## src/rtl/sram_slave_write.sv

```systemverilog
// sram_slave_write: AXI4 write-channel slave that turns INCR bursts into single-port SRAM writes.
// Ports:
//   ACLK, ARESETn       clock and asynchronous active-high reset
//   AW*/W*/B*           AXI write address, data and response channels
//   rd_busy_i           read side currently owns the SRAM port (blocks AW acceptance only)
//   wr_busy_o           write side owns, or is claiming this cycle, the SRAM port
//   CEB, WEB, BWEB      active-low SRAM chip, write and bit-write enables
//   A, DI               SRAM word address and write data
module sram_slave_write #(
    parameter int ID_W    = 8,
    parameter int ADDR_W  = 32,
    parameter int DATA_W  = 32,
    parameter int LEN_W   = 4,
    parameter int SRAM_AW = 14
) (
    input  logic                ACLK,
    input  logic                ARESETn,
    input  logic [ID_W-1:0]     AWID,
    input  logic [ADDR_W-1:0]   AWADDR,
    input  logic [LEN_W-1:0]    AWLEN,
    input  logic [2:0]          AWSIZE,
    input  logic [1:0]          AWBURST,
    input  logic                AWVALID,
    output logic                AWREADY,
    input  logic [DATA_W-1:0]   WDATA,
    input  logic [DATA_W/8-1:0] WSTRB,
    input  logic                WLAST,
    input  logic                WVALID,
    output logic                WREADY,
    output logic [ID_W-1:0]     BID,
    output logic [1:0]          BRESP,
    output logic                BVALID,
    input  logic                BREADY,
    input  logic                rd_busy_i,
    output logic                wr_busy_o,
    output logic                CEB,
    output logic                WEB,
    output logic [DATA_W-1:0]   BWEB,
    output logic [SRAM_AW-1:0]  A,
    output logic [DATA_W-1:0]   DI
);
    typedef enum logic [1:0] {ST_IDLE, ST_DATA, ST_RESP} state_t;
    state_t               state_q, state_d;
    logic [ID_W-1:0]      id_q, id_d;
    logic [SRAM_AW-1:0]   base_q, base_d, a_q, a_d;
    logic [LEN_W-1:0]     len_q, len_d, cnt_q, cnt_d;
    logic                 err_q, err_d;
    logic [DATA_W-1:0]    di_q, di_d;
    logic                 aw_hs, w_hs, wr_en;
    logic                 unused_addr;
    assign unused_addr = &{1'b0, AWADDR[ADDR_W-1:SRAM_AW+2], AWADDR[1:0]};
    // AWREADY is gated by the reset level so it reads 0 for the whole reset pulse.
    always_comb begin
        AWREADY   = (state_q == ST_IDLE) && !rd_busy_i && !ARESETn;
        WREADY    = state_q == ST_DATA;
        BVALID    = state_q == ST_RESP;
        aw_hs     = AWVALID && AWREADY;
        w_hs      = WVALID && WREADY;
        wr_en     = w_hs && !err_q;
        BID       = BVALID ? id_q : '0;
        BRESP     = (BVALID && err_q) ? 2'b10 : 2'b00;
        wr_busy_o = (state_q != ST_IDLE) || aw_hs;
        CEB       = !wr_en;
        WEB       = !wr_en;
        A         = wr_en ? base_q + SRAM_AW'(cnt_q) : a_q;
        DI        = wr_en ? WDATA : di_q;
        BWEB      = '1;
        for (int i = 0; i < DATA_W/8; i++)
            BWEB[i*8 +: 8] = (wr_en && WSTRB[i]) ? 8'h00 : 8'hFF;
    end
    always_comb begin
        state_d = state_q;
        id_d    = id_q;
        base_d  = base_q;
        len_d   = len_q;
        cnt_d   = cnt_q;
        err_d   = err_q;
        a_d     = A;
        di_d    = DI;
        case (state_q)
            ST_IDLE: if (aw_hs) begin
                id_d    = AWID;
                base_d  = AWADDR[SRAM_AW+1:2];
                len_d   = AWLEN;
                cnt_d   = '0;
                err_d   = (AWBURST != 2'b01) || (AWSIZE != 3'b010);
                state_d = ST_DATA;
            end
            ST_DATA: if (w_hs) begin
                cnt_d   = &cnt_q ? cnt_q : cnt_q + 1'b1;
                // WLAST must coincide exactly with the beat numbered AWLEN; early or late is an error.
                err_d   = err_q || (WLAST != (cnt_q == len_q));
                state_d = WLAST ? ST_RESP : ST_DATA;
            end
            ST_RESP: if (BREADY) state_d = ST_IDLE;
            default: state_d = ST_IDLE;
        endcase
    end
    always_ff @(posedge ACLK or posedge ARESETn) begin
        if (ARESETn) begin
            state_q <= ST_IDLE;
            id_q    <= '0;
            base_q  <= '0;
            len_q   <= '0;
            cnt_q   <= '0;
            err_q   <= 1'b0;
            a_q     <= '0;
            di_q    <= '0;
        end else begin
            state_q <= state_d;
            id_q    <= id_d;
            base_q  <= base_d;
            len_q   <= len_d;
            cnt_q   <= cnt_d;
            err_q   <= err_d;
            a_q     <= a_d;
            di_q    <= di_d;
        end
    end
endmodule
```

## config.mk

```make
export PLATFORM = sky130hd
export DESIGN_NAME = sram_slave_write
export DESIGN_NICKNAME = d
export VERILOG_FILES = /design/src/rtl/sram_slave_write.sv
export SDC_FILE = /design/constraint.sdc
export NUM_CORES = 1
export LEC_CHECK = 0
export BUFFER_PORTS_ARGS = -buffer_cell sky130_fd_sc_hd__buf_2
export CAP_MARGIN = 25
export CORE_MARGIN = 2
export CORE_UTILIZATION = 30
export DETAILED_ROUTE_END_ITERATION = 7
export GPL_TIMING_DRIVEN = 0
export MAX_ROUTING_LAYER = met4
export PLACE_DENSITY = 0.64
export SYNTH_ARGS = -nofsm -noshare
export SYNTH_HDL_FRONTEND = slang
export SYNTH_SLANG_ARGS = --single-unit
export TNS_END_PERCENT = 1
```

## constraint.sdc

```tcl
create_clock -name ACLK -period 3.06 [get_ports ACLK]
set_clock_uncertainty 0.15 [all_clocks]
set_input_delay 0.918 -clock ACLK [delete_from_list [all_inputs] [get_ports ACLK]]
set_output_delay 0.918 -clock ACLK [all_outputs]
set_load 0.03 [all_outputs]
```

==> impl_metrics.py, run 1 <==
metrics = {
    "critical_path": {
        "cp_data_required_time_ns": 1.99,
        "cp_max_fo": 4,
        "critPathCaptureType": "output pin",
        "critPathArrivalTime_ns": 2.29,
        "critical_path_class": "reg2out",
        "startpoint_type": "register",
    },
    "route": {
        "vias": 3325,
        "firstDrtPassIters": 4,
        "met3WireLength_um": 888,
        "dr.max_layer_used": "met4",
        "drtIter0Drc": 89,
        "met2_length_um": 4882,
        "wire_per_inst_um": 13.23,
        "wirelength_um": 9907,
        "viasPerCell": 4.439,
        "met1Wirelength_um": 3968,
        "route.detailed.drc": 0,
        "antenna_left": 0,
    },
    "floorplanning": {
        "fp.dieW_um": 117.5,
        "dieHeight_um": 117.5,
        "initial_utilization": 0.3062,
        "rows": 41,
        "core_mm2": 0.01262,
        "io_pins": 186,
        "dieArea_mm2": 0.01380,
    },
    "clock_tree": {
        "cts-htree-levels": 3,
        "worstSkewPairLatency_ns": 0.34,
        "clockRootBuffer": "clkbuf_16",
        "clkSinkCount": 79,
        "cts_buffer_depth": 2,
        "tritoncts": "built",
        "numCtsBuffers": 9,
        "worst_setup_hold_path_clk_slew_ns": 0.06,
    },
    "timing": {
        "rsz0062_at_grt": "true",
        "worstMarginPinSlew_ns": 0.5164,
        "finalMaxSlewViolations": 0,
        "period_minus_slack_ns": 3.362,
        "fin_tns_setup_ns": -3.675,
        "finalHoldViolations": 0,
        "setup_violations": 39,
        "post-route-period-util": 1.099,
        "slew_headroom": 0.6531,
        "fmax_mhz": 297.4,
        "finalWorstSetupSlack_ns": -0.3023,
    },
    "layout": {
        "final_common_cell": "buf_2",
        "final_nets": 669,
        "n_fill_cell": 1170,
        "area_growth_pct": 49.77,
        "fin_area_mm2": 0.005787,
        "finish.utilization": 0.4586,
        "final_cell_mix": "121 x buf_2, 87 x nand2_1, 76 x dfrtp_1",
        "drive_above_1_share": 0.5538,
    },
    "pwr": {
        "ir_drop_mv": 0.2731,
        "p_leak_nw": 2.850,
        "powerDensity_mw_per_mm2": 870.6,
    },
    "logic_synthesis": {
        "yosysWarnings": 0,
        "synth-async-reset-ratio": 1.000,
        "ys_types": 49,
        "synth_ff_type": "dfrtp_1",
        "postSynthAreaPerCell_um2": 9.932,
        "synth_top_cells_by_area": "dfrtp_1 51%, nand2_1 12%, mux2_2 7.6%, buf_4 6.2%, and2_1 1.8%",
        "yosysSeqAreaShare": 0.5117,
        "mappedNetlistArea_mm2": 0.003864,
        "yosysTopAreaCell": "dfrtp_1",
        "synth.net_count": 487,
        "yosysTopAreaCellShare": 0.5117,
        "ys_ff_latch": 79,
        "syn_inst": 389,
        "synth_edf_count": 0,
    },
    "outcome": {
        "violations": "setup timing",
        "status": "finished, violations left",
    },
    "placed_design": {
        "place_area_mm2": 0.004949,
        "io_buffers": 166,
        "gp_congestion": 0.9026,
        "dp_hpwl_um": 7290,
    },
    "global_routing": {
        "grt_pass1_vias": 3243,
        "antenna_found_initial": 1,
        "grt_pass1_wl_um": 15900,
        "grt_start_max_net_pins": 71,
        "grt_overflow": 0,
        "grt_util_all_layers": 0.1486,
    },
    "flow_run": {
        "drv_cap": 0,
    },
    "worst_hold_path": {
        "hold_class": "reg2reg",
    },
}
## state kept, by name (all words and copies together) (netlist names)
name	flops
id_q	8
len_q	4
state_q	2
cnt_q	4
a_q	14
base_q	14
err_q	1
di_q	32
## report_power, final
| group | switching (mW) | internal, mW | total (mW) |
|---|---|---|---|
| clock | 0.403 | 0.574 | 0.977 |
| combinational | 1.39 | 0.996 | 2.39 |
| sequential | 0.214 | 1.46 | 1.67 |
| total | 2.01 | 3.03 | 5.04 |
## area by class of cell
| class | instances | area (um2) | share of cell area |
|---|---|---|---|
| tap | 172 | 215.2 | 0.03719 |
| clock inverter | 2 | 16.27 | 0.002811 |
| antenna | 1 | 2.502 | 0.0004324 |
| multi-input combinational | 258 | 1740 | 0.3008 |
| inverter | 8 | 32.53 | 0.005622 |
| sequential | 79 | 1981 | 0.3423 |
| timing repair buffer | 171 | 1136 | 0.1963 |
| buffer | 44 | 409.1 | 0.07070 |
| clock buffer | 14 | 254.0 | 0.04389 |
## worst max-delay path, cell delays in order, from the launching register on
cell	delay [ns]
dfrtp_2	0.43
ha_4	0.17
fa_2	0.37
a211oi_4	0.36
nor3b_2	0.09
xnor2_1	0.14
o21ai_1	0.19
buf_4	0.20
## cell families after synthesis
kind of cell,synth area share
AOI/OAI and AO/OA,0.05020
other,0.0009706
adders and majority gates,0.02137
and+or+nand+nor,0.2179
buffers and inverters,0.09164
xor gates and xnor gates,0.02267
muxes,0.08355
DFF,0.5117
## Yosys cell counts, types with 2 or more instances
cell	n
a21o_1	3
xor2_1	4
a21oi_1	2
or3_1	2
nor4_1	5
mux2_2	26
buf_6	4
ha_1	5
nand4_1	3
dfrtp_1	79
nor3_2	2
inv_1	7
and2_1	11
buf_4	32
nor3_1	5
xnor2_1	6
o31ai_1	2
o21ai_0	10
nand3_1	11
buf_2	7
nor2_1	8
mux2i_1	3
a211oi_1	2
nand2_1	125
## metrics by stage
stage / instances / power (mW) / hold slack, ns / worst slack, ns
6_report: 749 / 5.038 / 0.3234 / -0.3023
5_1_grt: 749 / 5.326 / 0.3461 / -0.4162
2_1_floorplan: 389 / 2.975 / 0.3204 / -0.1830
3_5_place_dp: 728 / 3.558 / 0.3035 / -0.4286
4_1_cts: 747 / 4.782 / 0.3178 / -0.3321
3_3_place_gp: 727 / 3.511 / 0.3010 / -1.053
## timing repair
item	4_1_cts	5_1_grt
setup buffers	3	1
hold buffers	0	0
gates resized for setup	77	98
endpoints found under the setup margin	80	79
pin swaps	6	22
## layer usage
| metal | up-vias | GRT usage |
|---|---|---|
| met5 | - | - |
| met4 | 0 | 0.05648 |
| met3 | 13 | 0.05378 |
| met2 | 145 | 0.2467 |
| met1 | 1538 | 0.1640 |
| li1 | 1629 | - |
## final timing paths
path	startpoint	end	slack, ns	depth (start not counted)
max in group asynchronous	ARESETn	cnt_q[2]	1.82	3
setup / recovery	cnt_q[0]	A[6]	-0.30	7
setup reg to reg	cnt_q[0]	a_q[6]	0.98	7
hold / removal	di_q[29]	di_q[29]	0.32	2
hold reg to reg	di_q[29]	di_q[29]	0.32	2
min in group asynchronous	ARESETn	id_q[7]	0.37	2
Power figures use the tool's default switching activity.
==> run 2: changes to the inputs <==
- PLACE_DENSITY: 0.64 -> 0.62
- clock period: 3.06 -> 3.2 ns (I/O delays scaled with it)
==> run 2 against run 1 <==
Effect of this change: the run still ends with setup timing left; non-clock buffer count is the same; power fell by 5.2%; critical path depth stayed put; via count shrank 1.5%.
==> impl_metrics.py, run 2 (same netlist as run 1, synthesis figures left out) <==
metrics = {
    "outcome": {
        "status": "finished, violations left",
        "violations": "setup timing",
    },
    "route": {
        "wire_per_inst_um": 13.41,
        "drtIter0Drc": 97,
        "antenna_left": 0,
        "vias": 3276,
        "viasPerCell": 4.374,
        "firstDrtPassIters": 4,
        "wirelength_um": 10050,
        "route.detailed.drc": 0,
    },
    "global_routing": {
        "grt_overflow": 0,
        "grt_pass1_vias": 3154,
        "grt_util_all_layers": 0.1519,
        "antenna_found_initial": 1,
        "grt_pass1_wl_um": 15960,
        "grt_start_max_net_pins": 59,
    },
    "pwr": {
        "p_sw_frac": 0.4025,
        "p_sw_mw": 1.924,
        "powerDensity_mw_per_mm2": 843.1,
        "ir_drop_mv": 0.2700,
        "p_int_mw": 2.855,
        "p_leak_nw": 2.843,
        "clkPwrFrac": 0.219,
        "comb_power_share": 0.447,
        "seqPwrFrac": 0.334,
    },
    "critical_path": {
        "critPathArrivalTime_ns": 2.33,
        "critPathBufInv": 1,
        "critical_path_class": "reg2out",
        "path_cells": "ha_4, fa_2, a211oi_4, nor4b_2, xnor2_1, o21ai_2, buf_6",
        "cpLargestDelayFamily": "adder cells",
        "reg2reg_slack_ns": 0.97,
        "critical_path.slowest_cell": "dfrtp_2",
        "critPathCaptureType": "output pin",
        "max_stage_delay_ns": 0.44,
        "cp_max_fo": 4,
        "startpoint_type": "register",
        "cp_data_required_time_ns": 2.09,
    },
    "clock_tree": {
        "numCtsBuffers": 9,
        "clkSinkCount": 79,
        "tritoncts": "built",
        "worst_setup_hold_path_clk_slew_ns": 0.06,
        "cts-htree-levels": 3,
        "worstSkewPairLatency_ns": 0.34,
        "clockRootBuffer": "clkbuf_16",
        "cts_buffer_depth": 2,
    },
    "layout": {
        "final_common_cell": "buf_2",
        "area_growth_pct": 46.70,
        "regMostFlops": "di_q",
        "largest_reg_flops": 32,
        "fin_area_mm2": 0.005668,
        "final_cell_mix": "129 x buf_2, 110 x nand2_1, 76 x dfrtp_1",
        "reg.largest.list": "di_q: 32 flops, a_q: 14 flops, base_q: 14 flops",
        "stdcell_count": 749,
        "register_area_mm2": 0.001981,
        "multi_input_area_mm2": 0.001695,
        "final_nets": 669,
        "n_fill_cell": 1213,
        "drive_above_1_share": 0.5226,
    },
    "flow_run": {
        "drv_cap": 0,
    },
    "timing": {
        "fmax_mhz": 290.4,
        "fin_tns_setup_ns": -1.512,
        "finalHoldViolations": 0,
        "finalWorstSetupSlack_ns": -0.2440,
        "fin_hold_ws_ns": 0.3163,
        "finalMaxSlewViolations": 0,
        "worstMarginPinSlew_ns": 0.5005,
        "setup_violations": 30,
        "post-route-period-util": 1.076,
        "rsz0062_at_grt": "true",
        "period_minus_slack_ns": 3.444,
        "slew_headroom": 0.6651,
    },
    "placed_design": {
        "post-place-ws_ns": -0.3307,
        "place_area_mm2": 0.004945,
        "io_buffers": 166,
        "dp.cells": 728,
        "gp_congestion": 0.9138,
        "dp_hpwl_um": 7798,
    },
    "floorplanning": {
        "io_pins": 186,
        "initial_utilization": 0.3062,
        "fp.dieW_um": 117.5,
        "core_mm2": 0.01262,
        "dieArea_mm2": 0.01380,
        "rows": 41,
        "dieHeight_um": 117.5,
    },
    "worst_hold_path": {
        "hold_class": "reg2reg",
    },
}
[run 2: changes by cell type in the layout (fill, tap and decap cells not counted), sizes merged]
cell      before  now
clkinvlp       1    2
inv            8   11
bufinv         0    1
buf          213  208
[run 2: what timing repair did]
action	CTS	global route
endpoints found under the setup margin	79	76
hold buffers	0	0
setup buffers	2	2
gates resized for setup	34	115
pin swaps	4	12
[run 2: metrics by stage]
stage / power (mW) / util
2_1_floorplan: 2.842 / -
3_3_place_gp: 3.356 / 0.3895
3_5_place_dp: 3.411 / 0.3918
4_1_cts: 4.571 / 0.4267
5_1_grt: 5.066 / 0.4491
6_report: 4.779 / 0.4491
[run 2: worst paths after layout]
kind / depth (start not counted) / end / start
setup / recovery: 7 / A[10] / cnt_q[0]
hold / removal: 2 / di_q[22] / di_q[22]
setup reg to reg: 7 / a_q[10] / cnt_q[0]
hold reg to reg: 2 / di_q[22] / di_q[22]
max in group asynchronous: 3 / di_q[8] / ARESETn
min in group asynchronous: 2 / id_q[4] / ARESETn
[run 2: area by class of cell]
type                    count  share of cell area
clock inverters             7             0.01391
repair buffers            171              0.1843
well taps                 172             0.03797
plain buffers              44             0.06932
diodes                      1           0.0004415
multi-input cells         258              0.2991
clock buffers               9             0.03974
flip-flops and latches     79              0.3494
inverters                   8            0.005740
[run 2: routing by layer]
metal	track usage	share of wire	up-vias
met5	-	0	-
met4	0.06099	0.016	0
met3	0.04506	0.080	11
met2	0.2500	0.48	135
met1	0.1745	0.42	1505
li1	-	-	1625
[run 2: power groups by stage]
| stage | logic, mW | clock network (mW) | registers, mW |
|---|---|---|---|
| floorplan | 1.29 | 0 | 1.55 |
| global placement | 1.77 | 0 | 1.59 |
| detailed placement | 1.80 | 0 | 1.61 |
| CTS | 1.89 | 1.08 | 1.59 |
| global route | 2.29 | 1.13 | 1.64 |
| finish | 2.14 | 1.05 | 1.60 |
[run 2: worst register-to-register path, stage by stage, from the launching register on]
cell and delay (ns):
dfrtp_2 0.44, ha_4 0.17, fa_2 0.37, a211oi_4 0.37
nor4b_2 0.09, xnor2_1 0.28, o21ai_2 0.12, buf_4 0.14
==> run 3: changes to the inputs <==
- REMOVE_ABC_BUFFERS: default -> 1
==> run 3 against run 2 <==
Effect of this change: the run still ends with setup timing left; maximum frequency increased by 2.4%; register-to-register slack improved by 0.04 ns; final cell count decreased by 4.9%; core utilization decreased by 2.9 points; global-route usage decreased by 0.83 points; sequential power decreased by 3%; non-clock buffer count decreased by 36; flip-flop and latch count unchanged.
==> impl_metrics.py, run 3 (same netlist as run 1, synthesis figures left out) <==
metrics = {
    "outcome": {
        "status": "finished, violations left",
        "violations": "setup timing",
    },
    "timing": {
        "period_minus_slack_ns": 3.363,
        "fmax_mhz": 297.3,
        "finalMaxSlewViolations": 0,
        "post-route-period-util": 1.051,
        "finalHoldViolations": 0,
        "setup_violations": 9,
        "finalWorstSetupSlack_ns": -0.1635,
        "rsz0062_at_grt": "true",
        "worstMarginPinSlew_ns": 0.6613,
        "slew_headroom": 0.5575,
    },
    "layout": {
        "reg.largest.list": "di_q: 32 flops, a_q: 14 flops, base_q: 14 flops",
        "antennaDiodeCount": 0,
        "largest_reg_flops": 32,
        "stdcell_count": 712,
        "final_common_cell": "buf_2",
        "area_growth_pct": 37.24,
        "drive_above_1_share": 0.4667,
        "regMostFlops": "di_q",
        "final_nets": 633,
        "final_cell_mix": "138 x buf_2, 124 x nand2_1, 76 x dfrtp_1",
    },
    "pwr": {
        "ir_drop_mv": 0.2765,
        "p_total_mw": 4.385,
        "p_leak_nw": 2.700,
        "powerDensity_mw_per_mm2": 826.9,
    },
    "floorplanning": {
        "core_mm2": 0.01262,
        "rows": 41,
        "io_pins": 186,
        "dieArea_mm2": 0.01380,
        "dieHeight_um": 117.5,
        "initial_utilization": 0.3062,
        "fp.dieW_um": 117.5,
    },
    "route": {
        "wire_per_inst_um": 13.15,
        "vias": 3200,
        "viasPerCell": 4.494,
        "route.detailed.drc": 0,
        "drtIter0Drc": 59,
        "antenna_left": 0,
        "wirelength_um": 9364,
        "firstDrtPassIters": 4,
    },
    "critical_path": {
        "cp_max_fo": 58,
        "critical_path_class": "in2out",
        "startpoint_type": "input port",
        "critPathCaptureType": "output pin",
        "cp_data_required_time_ns": 2.09,
        "critPathArrivalTime_ns": 2.25,
    },
    "clock_tree": {
        "tritoncts": "built",
        "worstSkewPairLatency_ns": 0.34,
        "worst_setup_hold_path_clk_slew_ns": 0.06,
        "cts_hold_buf": 0,
        "clkSinkCount": 79,
        "cts_buffer_depth": 2,
        "numCtsBuffers": 9,
        "cts-htree-levels": 3,
        "clockRootBuffer": "clkbuf_16",
    },
    "global_routing": {
        "grt_pass1_wl_um": 15400,
        "grt_overflow": 0,
        "grt_start_max_net_pins": 59,
        "grt_util_all_layers": 0.1436,
        "antenna_found_initial": 0,
        "grt_pass1_vias": 3161,
    },
    "flow_run": {
        "drv_cap": 0,
    },
    "worst_hold_path": {
        "hold_class": "reg2reg",
    },
    "placed_design": {
        "dp.cells": 685,
        "io_buffers": 166,
        "dp_hpwl_um": 6698,
        "gp_congestion": 0.8119,
    },
}
==> run 3: layout make-up <==
class / instances / area (um2)
clock buffer: 13 / 280.3
clock inverter: 3 / 15.01
fill: 1259 / 7317
inverter: 8 / 48.80
multi-input combinational: 258 / 1674
sequential: 79 / 1981
tap: 172 / 215.2
timing repair buffer: 179 / 1089
==> run 3: routing by layer <==
layer	up-vias	part of all wire	global-route usage
met1	1502	0.40	0.1551
met3	14	0.086	0.05039
li1	1547	-	-
met2	137	0.50	0.2420
met5	-	0	-
met4	0	0.021	0.05798
==> run 3: stage by stage <==
step           hold WS (ns)  setup WS [ns]  TNS [ns]  cell area [um2]  utilization
2_1_floorplan        0.3206         -1.493   -102.43             3540            -
3_3_place_gp         0.2991         -2.097   -226.24             4586       0.3634
3_5_place_dp         0.3063        -0.9734    -42.50             4643       0.3679
4_1_cts              0.3226        -0.2134    -1.532             5264       0.4171
5_1_grt              0.3330        -0.2502    -2.102             5303       0.4202
6_report             0.3161        -0.1635   -0.9931             5303       0.4202
==> run 3: final timing paths <==
| path | to | slack (ns) | from | cells past startpoint |
|---|---|---|---|---|
| max in group asynchronous | di_q[23] | 1.79 | ARESETn | 3 |
| min in group asynchronous | state_q[0] | 0.53 | ARESETn | 2 |
| worst max-delay path | A[11] | -0.16 | WVALID | 8 |
| worst max register to register | a_q[8] | 1.01 | cnt_q[0] | 9 |
| worst min register to register | di_q[30] | 0.32 | di_q[30] | 2 |
| worst min-delay path | di_q[30] | 0.32 | di_q[30] | 2 |
==> run 3: worst max-delay path: stages <==
cell      delay (ns)
buf_2           0.10
and4bb_4        0.27
buf_16          0.17
inv_16          0.10
nor4_2          0.25
mux2i_1         0.11
nand2_1         0.11
buf_6           0.14
==> run 3: power by group <==
part / leakage (nW) / switching, mW / internal, mW
sequential: 0.992 / 0.192 / 1.36
clock: 0.151 / 0.386 / 0.606
combinational: 1.56 / 1.14 / 0.705
total: 2.70 / 1.72 / 2.67
==> run 3: repair_timing <==
item | 4_1_cts | 5_1_grt
pin swaps | 11 | 10
cloned | 1 | 0
setup buffers | 8 | 2
resized for setup | 68 | 8
setup endpoints to repair | 80 | 37
